### src/rtl/fft_bar_scaler.sv
// fft_bar_scaler: converts NCH spectrum magnitudes into bar heights, using either a linear divide or a log scale.
// Ports: Clock, Reset (async, active-high); Start latches In/Div/Mode; In holds NCH magnitudes (channel i at [i*BW_IN +: BW_IN]);
// Div is the linear divisor; Mode selects 0 = linear, 1 = log; Out holds the bar heights (same packing, BW_OUT each);
// Busy is high while a conversion runs; End pulses for one cycle at completion.
// Optional macro FFT_BAR_PEAKHOLD_EN: each bar decays by at most one step per conversion instead of dropping.
module fft_bar_scaler #(
  parameter int BW_IN = 17,
  parameter int BW_OUT = 7,
  parameter int NCH = 2,
  parameter int SAT_TH = 16384,
  parameter int SAT_VAL = 96
) (
  input  logic                  Clock,
  input  logic                  Reset,
  input  logic                  Start,
  input  logic [NCH*BW_IN-1:0]  In,
  input  logic [7:0]            Div,
  input  logic                  Mode,
  output logic [NCH*BW_OUT-1:0] Out,
  output logic                  Busy,
  output logic                  End
);
  localparam int CW = NCH > 1 ? $clog2(NCH) : 1;
  localparam int NW = $clog2(BW_IN + 1);
  typedef enum logic [1:0] {IDLE, CHECK, DIV, DONE} state_t;
  state_t state, state_nxt;
  logic [NCH*BW_IN-1:0] in_r, in_nxt;
  logic [7:0] div_r, div_nxt;
  logic mode_r, mode_nxt;
  logic [CW-1:0] ch, ch_nxt;
  logic [7:0] rem, rem_nxt;
  logic [BW_IN-1:0] q, q_nxt;
  logic [NW-1:0] cnt, cnt_nxt;
  logic [NCH*BW_OUT-1:0] shadow, shadow_nxt, out_nxt;
  logic busy_nxt, end_nxt;
  logic [BW_IN-1:0] x;
  logic [8:0] trial;
  logic bitq, done_ch;
  logic [BW_OUT-1:0] res;
  function automatic logic [BW_OUT-1:0] clamp(input int v);
    return v > SAT_VAL ? BW_OUT'(SAT_VAL) : BW_OUT'(v);
  endfunction
  // 4*msb_position + the two bits below the msb; shifting left by 2 first zero-fills when msb < 2
  function automatic int log_val(input logic [BW_IN-1:0] v);
    int p;
    logic [BW_IN+1:0] s;
    p = 0;
    for (int i = 0; i < BW_IN; i++) if (v[i]) p = i;
    s = {v, 2'b00} >> p;
    return v == '0 ? 0 : 4 * p + int'(s[1:0]);
  endfunction
`ifdef FFT_BAR_PEAKHOLD_EN
  function automatic logic [NCH*BW_OUT-1:0] settle(input logic [NCH*BW_OUT-1:0] fresh, prev);
    logic [BW_OUT-1:0] r, d;
    settle = '0;
    for (int i = 0; i < NCH; i++) begin
      r = fresh[i*BW_OUT +: BW_OUT];
      d = prev[i*BW_OUT +: BW_OUT] == '0 ? '0 : prev[i*BW_OUT +: BW_OUT] - 1'b1;
      settle[i*BW_OUT +: BW_OUT] = r > d ? r : d;
    end
  endfunction
`endif
  always_ff @(posedge Clock or posedge Reset)
    if (Reset) begin
      state <= IDLE;
      in_r <= '0;
      div_r <= '0;
      mode_r <= 1'b0;
      ch <= '0;
      rem <= '0;
      q <= '0;
      cnt <= '0;
      shadow <= '0;
      Out <= '0;
      Busy <= 1'b0;
      End <= 1'b0;
    end else begin
      state <= state_nxt;
      in_r <= in_nxt;
      div_r <= div_nxt;
      mode_r <= mode_nxt;
      ch <= ch_nxt;
      rem <= rem_nxt;
      q <= q_nxt;
      cnt <= cnt_nxt;
      shadow <= shadow_nxt;
      Out <= out_nxt;
      Busy <= busy_nxt;
      End <= end_nxt;
    end
  always_comb begin
    state_nxt = state;
    in_nxt = in_r;
    div_nxt = div_r;
    mode_nxt = mode_r;
    ch_nxt = ch;
    rem_nxt = rem;
    q_nxt = q;
    cnt_nxt = cnt;
    shadow_nxt = shadow;
    out_nxt = Out;
    busy_nxt = Busy;
    end_nxt = 1'b0;
    res = '0;
    done_ch = 1'b0;
    x = in_r[int'(ch)*BW_IN +: BW_IN];
    // restoring step: the dividend shifts out of q's top while quotient bits shift into its bottom
    trial = {rem, q[BW_IN-1]};
    bitq = trial >= {1'b0, div_r};
    case (state)
      IDLE: if (Start) begin
        in_nxt = In;
        div_nxt = Div;
        mode_nxt = Mode;
        ch_nxt = '0;
        busy_nxt = 1'b1;
        state_nxt = CHECK;
      end
      CHECK: if (int'(x) >= SAT_TH || (!mode_r && div_r == '0)) begin
        res = BW_OUT'(SAT_VAL);
        done_ch = 1'b1;
      end else if (mode_r) begin
        res = clamp(log_val(x));
        done_ch = 1'b1;
      end else begin
        rem_nxt = '0;
        q_nxt = x;
        cnt_nxt = '0;
        state_nxt = DIV;
      end
      DIV: begin
        rem_nxt = bitq ? 8'(trial - {1'b0, div_r}) : trial[7:0];
        q_nxt = {q[BW_IN-2:0], bitq};
        cnt_nxt = cnt + 1'b1;
        if (cnt == NW'(BW_IN - 1)) begin
          res = clamp(int'(q_nxt));
          done_ch = 1'b1;
        end
      end
      DONE: state_nxt = IDLE;
    endcase
    if (done_ch) begin
      shadow_nxt[int'(ch)*BW_OUT +: BW_OUT] = res;
      ch_nxt = ch + 1'b1;
      state_nxt = CHECK;
      if (ch == CW'(NCH - 1)) begin
        state_nxt = DONE;
        busy_nxt = 1'b0;
        end_nxt = 1'b1;
`ifdef FFT_BAR_PEAKHOLD_EN
        out_nxt = settle(shadow_nxt, Out);
`else
        out_nxt = shadow_nxt;
`endif
      end
    end
  end
endmodule

### config.mk
export PLATFORM = sky130hd
export DESIGN_NAME = fft_bar_scaler
export DESIGN_NICKNAME = d
export VERILOG_FILES = /design/src/rtl/fft_bar_scaler.sv
export SDC_FILE = /design/constraint.sdc
export NUM_CORES = 1
export LEC_CHECK = 0
export ABC_AREA = 1
export CAP_MARGIN = 20
export CORE_UTILIZATION = 40
export DETAILED_ROUTE_END_ITERATION = 10
export DONT_BUFFER_PORTS = 1
export GPL_TIMING_DRIVEN = 0
export HOLD_SLACK_MARGIN = 0.06
export PLACE_DENSITY = 0.53
export SLEW_MARGIN = 20
export SYNTH_ARGS = -nofsm -noshare
export SYNTH_HDL_FRONTEND = slang
export SYNTH_SLANG_ARGS = --single-unit
### constraint.sdc
create_clock -name Clock -period 5.9 [get_ports Clock]
set_clock_uncertainty 0.1 [all_clocks]
set_input_delay 1.18 -clock Clock [delete_from_list [all_inputs] [get_ports Clock]]
set_output_delay 1.18 -clock Clock [all_outputs]
set_load 0.03 [all_outputs]
# --- Word-level counts from Yosys, hierarchy flattened ---
# Index checks and enable logic that the tools add are counted.
word_totals:
  regBits: 106
  output_inout_bits: 16
  wordCells: 107
op_classes:
  n_reduce_logical: 15
  n_mux: 56
  shift: 4
  n_lt_le_gt_ge: 4
  n_addsub: 5
  n_eq_ne: 9
  n_mul: 2
op_table:
  columns: ["op", "n"]
  rows:
  - ["32-bit 2-to-1 mux", 19]
  - ["7-bit 2-to-1 mux", 5]
  - ["17-bit 2-to-1 mux", 2]
  - ["17-bit case mux with 2 select lines", 1]
  - ["34-bit by 7-bit indexed part select with 17-bit output", 1]
  - ["4-bit negator with 33-bit output", 1]
  - ["7-bit by 33-bit variable shift with 14-bit output, first input constant", 1]
  - ["7-bit by 33-bit indexed part select with 14-bit output", 1]
  - ["32-bit by 3-bit adder with 32-bit output", 1]
  - ["32-bit by 8-bit greater-than comparator with 1-bit output, second input constant", 1]
  - ["19-bit by 32-bit >> shifter with 2-bit output", 1]
  - ["8-bit 2-to-1 mux", 3]
  - ["17-bit by 15-bit greater-or-equal comparator with 1-bit output, second input constant", 1]
  - ["17-bit by 7-bit greater-than comparator with 1-bit output, second input constant", 1]
  - ["17-bit zero test", 1]
  - ["8-bit case mux with 2 select lines", 1]
  - ["14-bit bitwise mux", 1]
  - ["7-bit case mux with 2 select lines", 1]
  - ["1-bit 2-to-1 mux", 13]
  - ["2-bit 2-to-1 mux", 5]
  - ["5-bit 2-to-1 mux", 2]
  - ["5-bit case mux with 2 select lines", 1]
  - ["9-bit by 8-bit greater-or-equal comparator with 1-bit output", 1]
  - ["3-bit inequality test, second input constant", 3]
  - ["other kinds (21)", 27]

# --- Logic depth before layout (Yosys ltp) ---
# Gate-level depths: netlist of the first run.
logic_depth:
  word_depth: 31
  ltp_mapped: 27
  ltp_nobuf: 26

# --- Worst setup path after synthesis of the first run ---
# Ideal clock, no wire load.
synth_timing:
  kind: "reg-to-reg"
  startpoint: "reg div_r[4]"
  endpoint: "reg shadow[6]"
  setup_ps: 120
  synth_period_minus_slack_ps: 2414
  required_time_ps: 5680
  path_stages_with_launch: 13
  t_arrival_ps: 2194
  n_path_buf: 0
  setup_slack_ps: 3486
  cell_sequence: "dfrtp_1 inv_1 ha_1 nand2_1 nor2_1 a211oi_1 nand2_1 o21ai_0 inv_1 o21ai_0 nand3_1 o21ai_0 inv_1"
synth_between:
  elab_chain_cells: 7
  elab_cells_between_ends: 13
  classes_between: "order compare (2); shift (1); mux (7); reduce/logical (3)"
synth_lines:
  columns: ["element", "line_no", "source"]
  rows:
  - ["from (decl)", "28", "logic [7:0] div_r, div_nxt;"]
  - ["from (signal assigned)", "80", "div_r <= div_nxt;"]
  - ["9-bit by 8-bit greater-or-equal comparator with 1-bit output or 8-bit zero test (tied branches)", "109, 119", null]
  - ["17-bit by 7-bit greater-than comparator with 1-bit output or 1-bit logical AND (tied branches)", "41, 119", null]
  - ["7-bit 2-to-1 mux or 1-bit logical OR (tied branches)", "41, 119", null]
  - ["7-bit 2-to-1 mux (on tied branches)", "135, 119", null]
  - ["7-bit case mux with 2 select lines", "110", "case (state)"]
  - ["7-bit by 33-bit indexed part select with 14-bit output", "143", "shadow_nxt[int'(ch)*BW_OUT +: BW_OUT] = res;"]
  - ["14-bit bitwise mux", "143", null]
  - ["to (signal assigned)", "86", "shadow <= shadow_nxt;"]
  - ["to (decl)", "34", "logic [NCH*BW_OUT-1:0] shadow, shadow_nxt, out_nxt;"]
# Several ways; a longest one is shown, not always the timed one.
# A chain may end at the register's enable or synchronous reset.

# --- Final worst setup path of the first run ---
layout_timing:
  startpoint: "reg ch"
  endpoint: "reg Out[7]"
layout_between:
  elab_chain_cells: 31
  elab_cells_between_ends: 40
  classes_between: "add/sub (2); mul (2); order compare (2); shift (4); mux (27); reduce/logical (3)"
layout_lines:
  columns: ["element", "line_no", "source"]
  rows:
  - ["from (decl)", "30", "logic [CW-1:0] ch, ch_nxt;"]
  - ["from (signal assigned)", "82", "ch <= ch_nxt;"]
  - ["1-bit by 5-bit multiplier with 6-bit output", "106", "x = in_r[int'(ch)*BW_IN +: BW_IN];"]
  - ["34-bit by 7-bit indexed part select with 17-bit output", "106", null]
  - ["1-bit 2-to-1 mux", "48", "for (int i = 0; i < BW_IN; i++) if (v[i]) p = i;"]
  - ["32-bit 2-to-1 mux (15 in a row)", "48", null]
  - ["32-bit 2-to-1 mux", "122", "end else if (mode_r) begin"]
  - ["32-bit 2-to-1 mux", "119", "CHECK: if (int'(x) >= SAT_TH || (!mode_r && div_r == '0)) begin"]
  - ["32-bit 2-to-1 mux", "110", null]
  - ["19-bit by 32-bit >> shifter with 2-bit output", "49", "s = {v, 2'b00} >> p;"]
  - ["32-bit by 3-bit adder with 32-bit output", "50", "return v == '0 ? 0 : 4 * p + int'(s[1:0]);"]
  - ["32-bit 2-to-1 mux", "50", null]
  - ["32-bit by 8-bit greater-than comparator with 1-bit output", "41", "return v > SAT_VAL ? BW_OUT'(SAT_VAL) : BW_OUT'(v);"]
  - ["7-bit 2-to-1 mux", "41", null]
  - ["7-bit 2-to-1 mux", "122", null]
  - ["7-bit 2-to-1 mux", "119", null]
  - ["7-bit case mux with 2 select lines", "110", null]
  - ["7-bit by 33-bit indexed part select with 14-bit output", "143", null]
  - ["14-bit bitwise mux", "143", null]
  - ["to (signal assigned)", "87", "Out <= out_nxt;"]
  - ["to (decl)", "19", "output logic [NCH*BW_OUT-1:0] Out,"]
# Several ways; a longest one is shown, not always the timed one. The select of a mux whose other input is x is not followed.

==> results of run 1 <==
[layer usage]
metal / vias up / track usage
met5: - / 0
met1: 2113 / 0.294
met2: 101 / 0.357
met4: 0 / 0.0681
met3: 10 / 0.0454
li1: 2283 / -
[layout make-up]
class | instances | share of cell area
well taps | 176 | 0.0367
flip-flops and latches | 99 | 0.413
inverters | 92 | 0.0584
repair buffers | 1 | 0.00459
clock buffers | 13 | 0.0434
plain buffers | 23 | 0.0215
clock inverters | 3 | 0.0115
multi-input cells | 491 | 0.411
[logic make-up after synthesis]
logic type / share of synthesized area
and+or+nand+nor: 0.288
AOI/OAI and AO/OA: 0.121
buffers and inverters: 0.0876
xor gates and xnor gates: 0.00809
DFF: 0.457
muxes: 0.00185
adders and majority gates: 0.0360
[where the power goes]
part	switching [W]	total, W	internal, W
combinational	0.00149	0.00223	0.000734
sequential	0.000265	0.00125	0.000985
clock	0.000269	0.000666	0.000397
total	0.00203	0.00414	0.00212
[final timing paths]
kind                                      start              endpoint  slack, ns
min reg2reg                in_r[33]$_DFFE_PP0P_  in_r[33]$_DFFE_PP0P_       0.37
max reg2reg                      ch$_DFFE_PP0P_    Out[7]$_DFFE_PP0P_       2.69
max in group asynchronous                 Reset    Out[2]$_DFFE_PP0P_       4.49
min in group asynchronous                 Reset  div_r[2]$_DFFE_PP0P_       0.58
min                        in_r[33]$_DFFE_PP0P_  in_r[33]$_DFFE_PP0P_       0.37
max                              ch$_DFFE_PP0P_    Out[7]$_DFFE_PP0P_       2.69
[cell usage after synthesis, types with 7 or more instances]
master,count
clkbuf_1,9
a21oi_1,16
inv_1,79
or2_0,8
ha_1,14
dfrtp_1,99
buf_2,7
o21ai_0,46
nor2_1,32
nand3_1,48
inv_2,12
nand2_1,247
o221ai_1,10
[sequential cells by signal, indices dropped and copies added, names as in the netlist]
signal and count:
in_r 34, div_r 8, mode_r 1, state 2, q 17, End 1
Out 14, cnt 5, ch 1, rem 8, Busy 1, shadow 7
[metrics by stage]
| step | worst slack (ns) | power [W] | util |
|---|---|---|---|
| 6_report | 2.69 | 0.00414 | 0.453 |
| 5_1_grt | 2.37 | 0.00454 | 0.453 |
| 4_1_cts | 2.69 | 0.00416 | 0.453 |
| 3_5_place_dp | 2.72 | 0.00348 | 0.428 |
| 3_3_place_gp | 0.881 | 0.00346 | 0.426 |
| 2_1_floorplan | 2.03 | 0.00289 | - |
[cells in the final DEF, fill, tap and decap left out, types with 3 or more instances in the layout]
| cell type | netlist | routed |
|---|---|---|
| o21ai_2 | 6 | 6 |
| o221ai_1 | 10 | 10 |
| o21ai_1 | 4 | 4 |
| o22ai_1 | 4 | 4 |
| buf_2 | 7 | 7 |
| nor2_4 | 4 | 4 |
| ha_1 | 14 | 14 |
| o31ai_1 | 3 | 3 |
| or2_0 | 8 | 8 |
| o211ai_1 | 3 | 3 |
| a31oi_1 | 5 | 5 |
| xor2_1 | 3 | 3 |
| buf_4 | 5 | 5 |
| dfrtp_1 | 99 | 99 |
| nor4_1 | 4 | 4 |
| clkbuf_16 | 0 | 9 |
| nor3_1 | 4 | 4 |
| nor2_2 | 4 | 4 |
| a21oi_1 | 16 | 16 |
| nand2_1 | 247 | 247 |
| nand3_1 | 48 | 48 |
| nor2_1 | 32 | 32 |
| inv_2 | 12 | 12 |
| clkbuf_1 | 9 | 11 |
| o21ai_0 | 46 | 46 |
| inv_1 | 79 | 78 |
| or2_1 | 4 | 4 |
| or2_2 | 3 | 3 |
[tightest hold or removal path, stage by stage (launching register included)]
cell     delay, ns
dfrtp_1       0.34
nand2_1       0.05
nand2_1       0.05
==> flow_summary_export.csv, run 1 <==
group,metric,value,unit
run_status,outcome,"finished, final reports clean",
grt,grt_max_degree,59,
detailed_routing,wl_met3,664,µm
grt,grt_pass1_wl,23700,µm
clock_network,cts_setup_buffers,0,
clock_network,path_clk_slew,0.07,ns
critical_path,max_stage_delay,0.47,ns
floorplanning,die_x,118,µm
hold_path,hold_path.class,"flip-flop to flip-flop",
critical_path,path_depth,20,
pwr,p_leak,3.05,nW
synth,yosysSeqAreaShare,0.457,
critical_path,crit_required,6.05,ns
sta,hold-worst-slack,0.373,ns
detailed_routing,top_layer_used,"met4",
synth,post-synth-top-area-cell,"dfrtp_1",
layout,drive_above_1_share,0.0942,
synth,synth_edf_count,0,
critical_path,critPathLaunchType,"flip-flop",
floorplanning,start_util,0.409,
detailed_routing,drtPass1Iterations,5,
sta,drv_slew,0,
floorplanning,core-area,13200,µm²
detailed_routing,drtIter0Drc,221,
layout,instances_no_fill,898,
clock_network,cts_root_buffer,"clkbuf_16",
detailed_routing,wl_met2,6750,µm
critical_path,crit_buf_inv,4,
hold_path,min_path_cells,2,
clock_network,cts_resized,0,
layout,finish.instance_area,6000,µm²
placement,dpl_cell_area,5670,µm²
sta,worstMarginPinSlew,0.645,ns
layout,final_nets,778,
synth,syn_area,5420,µm²
sta,finalHoldViolations,0,
sta,fin_crit,3.21,ns
grt,gr-total-overflow,0,
synth,synth_nets,766,
detailed_routing,remaining_drc_errors,0,
floorplanning,rows,42,
detailed_routing,avgRoutedWirePerCell,15.8,µm
grt,grt_pass1_vias,4605,
synth,synth_cell_types,44,
floorplanning,dieArea,14000,µm²
clock_network,clk_path_buf_depth,2,
critical_path,cpLargestDelayFamily,"simple AND/OR/NAND/NOR gates",
sta,setup_violations,0,
layout,diodes,0,
synth,synthCells,705,
sta,post-route-period-util,0.543,
placement,port_buffers,0,
critical_path,cpMostUsedCell,"nand2_1",
grt,grt_use_total,0.220,
placement,place_congestion,0.917,
pwr,p_per_area,691,nW/µm²
synth,synth_area_leaders,"dfrtp_1 46%, nand2_1 17%, inv_1 5.5%, nand3_1 4.4%, o21ai_0 4.3%",
sta,fmax,312,MHz
placement,placed_cells,882,
critical_path,cp-end-kind,"flip-flop",
clock_network,ctsHoldBuffers,0,
synth,yosysWarningCount,0,
sta,fin_tns_setup,0,ns
critical_path,path_cells,"buf_4 -> buf_4 -> o21ai_1 -> inv_1 -> nor2_1 -> nand2_1 -> nand2_1 -> nand2_1 -> nand2_1 -> nand2_2 -> nor2_1 -> nand2_1 -> nand3_1 -> nand3_1 -> nand2_1 -> nand2_1 -> nand2_1 -> nand3_1 -> nand2_1 -> inv_1",
synth,postSynth.asyncResetShare,1.00,
synth,ys_ff_latch,99,
clock_network,cts_tree,"yes",
sta,rsz0062_at_grt,"false",
synth,synth_ff_type,"dfrtp_1",
detailed_routing,num_vias,4507,
synth,yosys.area.top_type_share,0.457,
pwr,ir_drop,272,µV
clock_network,clk-insertion-delay-late,0.36,ns
critical_path,r2r_cells,20,
grt,antenna_found_initial,0,
detailed_routing,ant_nets,0,
layout,regArea,2480,µm²
sta,maxSlewHeadroom,0.558,
floorplanning,io_pins,62,
detailed_routing,viasPerCell,5.02,
floorplanning,die_h,118,µm
critical_path,critPathMaxFanout,10,
clock_network,clock_sinks,99,
placement,hpwl,10700,µm
clock_network,cts_buffers,9,
layout,areaGrowthSynthToFinish,10.7,%
detailed_routing,route.final.wire_length,14200,µm
synth,synth_area_per_cell,7.68,µm²
clock_network,h-tree-depth,3,
critical_path,arrival,3.36,ns
critical_path,worstSetupPathType,"flip-flop to flip-flop",
critical_path,crit_slowest_cell,"dfrtp_1",
detailed_routing,drt-met1-wl,6600,µm
layout,fill_cells,1393,
layout,multiInputGateArea,2460,µm²
run,cap_violations,0,
(Power assumes the default switching activity.)
==> run 2: changes to the inputs <==
PLACE_DENSITY = 0.55   (was 0.53)
clock period = 2.68 ns   (was 5.9 ns; I/O delays follow)
==> flow_summary_export.csv, run 2 (synthesized netlist as in run 1, its figures left out) <==
group,metric,value,unit
grt,grt_pass1_vias,4766,
critical_path,crit_slowest_cell,"dfrtp_2",
detailed_routing,drtIter0Drc,228,
layout,max_flop_register,"in_r",
floorplanning,io_pins,62,
clock_network,cts_root_buffer,"clkbuf_16",
layout,top_regs,"in_r: 34 flops, q: 17 flops, Out: 14 flops",
hold_path,min_path_cells,2,
detailed_routing,route.final.wire_length,15000,µm
clock_network,h-tree-depth,3,
sta,drv_slew,0,
detailed_routing,drtPass1Iterations,5,
floorplanning,rows,42,
critical_path,r2r_end,"shadow[1]$_DFFE_PP0P_",
floorplanning,start_util,0.409,
floorplanning,core-area,13200,µm²
layout,drive_above_1_share,0.256,
clock_network,cts_tree,"yes",
critical_path,r2r_cells,18,
sta,fin_crit,2.73,ns
placement,port_buffers,0,
clock_network,clock_sinks,99,
hold_path,worstHoldEndpoint,"in_r[25]$_DFFE_PP0P_",
critical_path,cp-end-kind,"flip-flop",
floorplanning,die_h,118,µm
detailed_routing,num_vias,4741,
placement,place_congestion,0.903,
detailed_routing,ant_nets,0,
layout,instances_no_fill,931,
critical_path,critPathMaxFanout,10,
clock_network,clk-insertion-delay-late,0.36,ns
critical_path,cpMostUsedCell,"nand2_1",
sta,setup_violations,5,
grt,grt_max_degree,35,
critical_path,max_stage_delay,0.50,ns
layout,diodes,0,
hold_path,hold_start,"In[25]",
critical_path,path_cells,"inv_4 -> buf_8 -> or2_1 -> o21ai_4 -> inv_2 -> a21oi_4 -> nand2_8 -> buf_8 -> nand2_2 -> nand3_2 -> nand2_1 -> nand2_1 -> nand3_2 -> nand3_2 -> nand2_2 -> nand2_1 -> nand2_1 -> nand2_1",
detailed_routing,viasPerCell,5.09,
sta,post-route-period-util,1.02,
hold_path,hold_path.class,"input pin to flip-flop",
grt,grt_use_total,0.222,
sta,fin_tns_setup,-0.114,ns
critical_path,rr_startpoint,"ch$_DFFE_PP0P_",
run_status,outcome,"finished with violations",
grt,grt_pass1_wl,24000,µm
sta,maxSlewHeadroom,0.643,
floorplanning,die_x,118,µm
critical_path,critPathLaunchType,"flip-flop",
clock_network,cts_buffers,9,
clock_network,clk_path_buf_depth,2,
layout,areaGrowthSynthToFinish,25.8,%
layout,final_common_cell,"nand2_1",
layout,final_cell_mix,"222 x nand2_1, 98 x dfrtp_1, 67 x inv_1",
critical_path,crit_required,2.83,ns
placement,hpwl,11000,µm
grt,gr-total-overflow,0,
critical_path,worstSetupPathType,"flip-flop to flip-flop",
critical_path,ff2ff_setup_slack,-0.05,ns
detailed_routing,remaining_drc_errors,0,
sta,fmax,367,MHz
placement,placed_cells,884,
sta,setup_slack,-0.0481,ns
run_status,violations,"negative setup slack",
grt,antenna_found_initial,0,
floorplanning,dieArea,14000,µm²
detailed_routing,avgRoutedWirePerCell,16.1,µm
layout,largest_register_ffs,34,
layout,final_nets,811,
sta,finalHoldViolations,0,
sta,worstMarginPinSlew,0.530,ns
run,cap_violations,0,
critical_path,arrival,2.88,ns
clock_network,path_clk_slew,0.07,ns
sta,rsz0062_at_grt,"true",
run 2: worst max path at each step:
stage / from / to / slack, ns / depth (start not counted)
global route: ch$_DFFE_PP0P_ / shadow[1]$_DFFE_PP0P_ / -0.24 / 25
global placement: ch$_DFFE_PP0P_ / Out[7]$_DFFE_PP0P_ / -0.36 / 20
CTS: ch$_DFFE_PP0P_ / shadow[1]$_DFFE_PP0P_ / -0.01 / 25
detailed placement: ch$_DFFE_PP0P_ / Out[7]$_DFFE_PP0P_ / -0.34 / 20
floorplan: div_r[4]$_DFFE_PP0P_ / shadow[6]$_DFFE_PP0P_ / 0.27 / 12
finish: ch$_DFFE_PP0P_ / shadow[1]$_DFFE_PP0P_ / -0.05 / 18
run 2: layout make-up:
cell class                      count  area [µm²]
Buffer                             23         214
Clock buffer                       12         256
Clock inverter                      4        23.8
Fill cell                        1325        6430
Inverter                           92         360
Multi-Input combinational cell    491        2880
Sequential cell                    99        2480
Tap cell                          176         220
Timing Repair Buffer               34         382
run 2: metrics by stage:
step,worst slack (ns),instance area (µm²),utilization,hold WS [ns]
after floorplan,0.266,5420,-,0.341
after global placement,-0.356,5640,0.426,0.358
after detailed placement,-0.341,5710,0.431,0.323
after CTS,-0.0117,6250,0.472,0.175
after global routing,-0.240,6810,0.514,0.179
final,-0.0481,6810,0.514,0.186
run 2: what timing repair did:
action	CTS	global route
resized for setup	55	118
gates cloned	1	4
hold endpoints to repair	14	0
endpoints found under the setup margin	52	52
pin swaps	9	20
setup buffers	10	15
hold buffers	1	0
run 2: layer usage:
layer,global-route usage,part of all wire,vias up
met5,0,0,-
met1,0.280,0.45,2273
met4,0.0801,0.022,0
met2,0.373,0.49,90
li1,-,-,2354
met3,0.0483,0.039,24
run 2: critical path, delay by kind of cell, from the launching register on:
family                 cells  cell delay (ns)
AO/OA/AOI/OAI              2             0.44
AND/OR/NAND/NOR           12             1.03
buffers and inverters      4             0.54
flip-flops                 1             0.50
Power of run 2 is not shown: default switching activity piles up to over one toggle a cycle in this logic, so the estimate is an artifact.
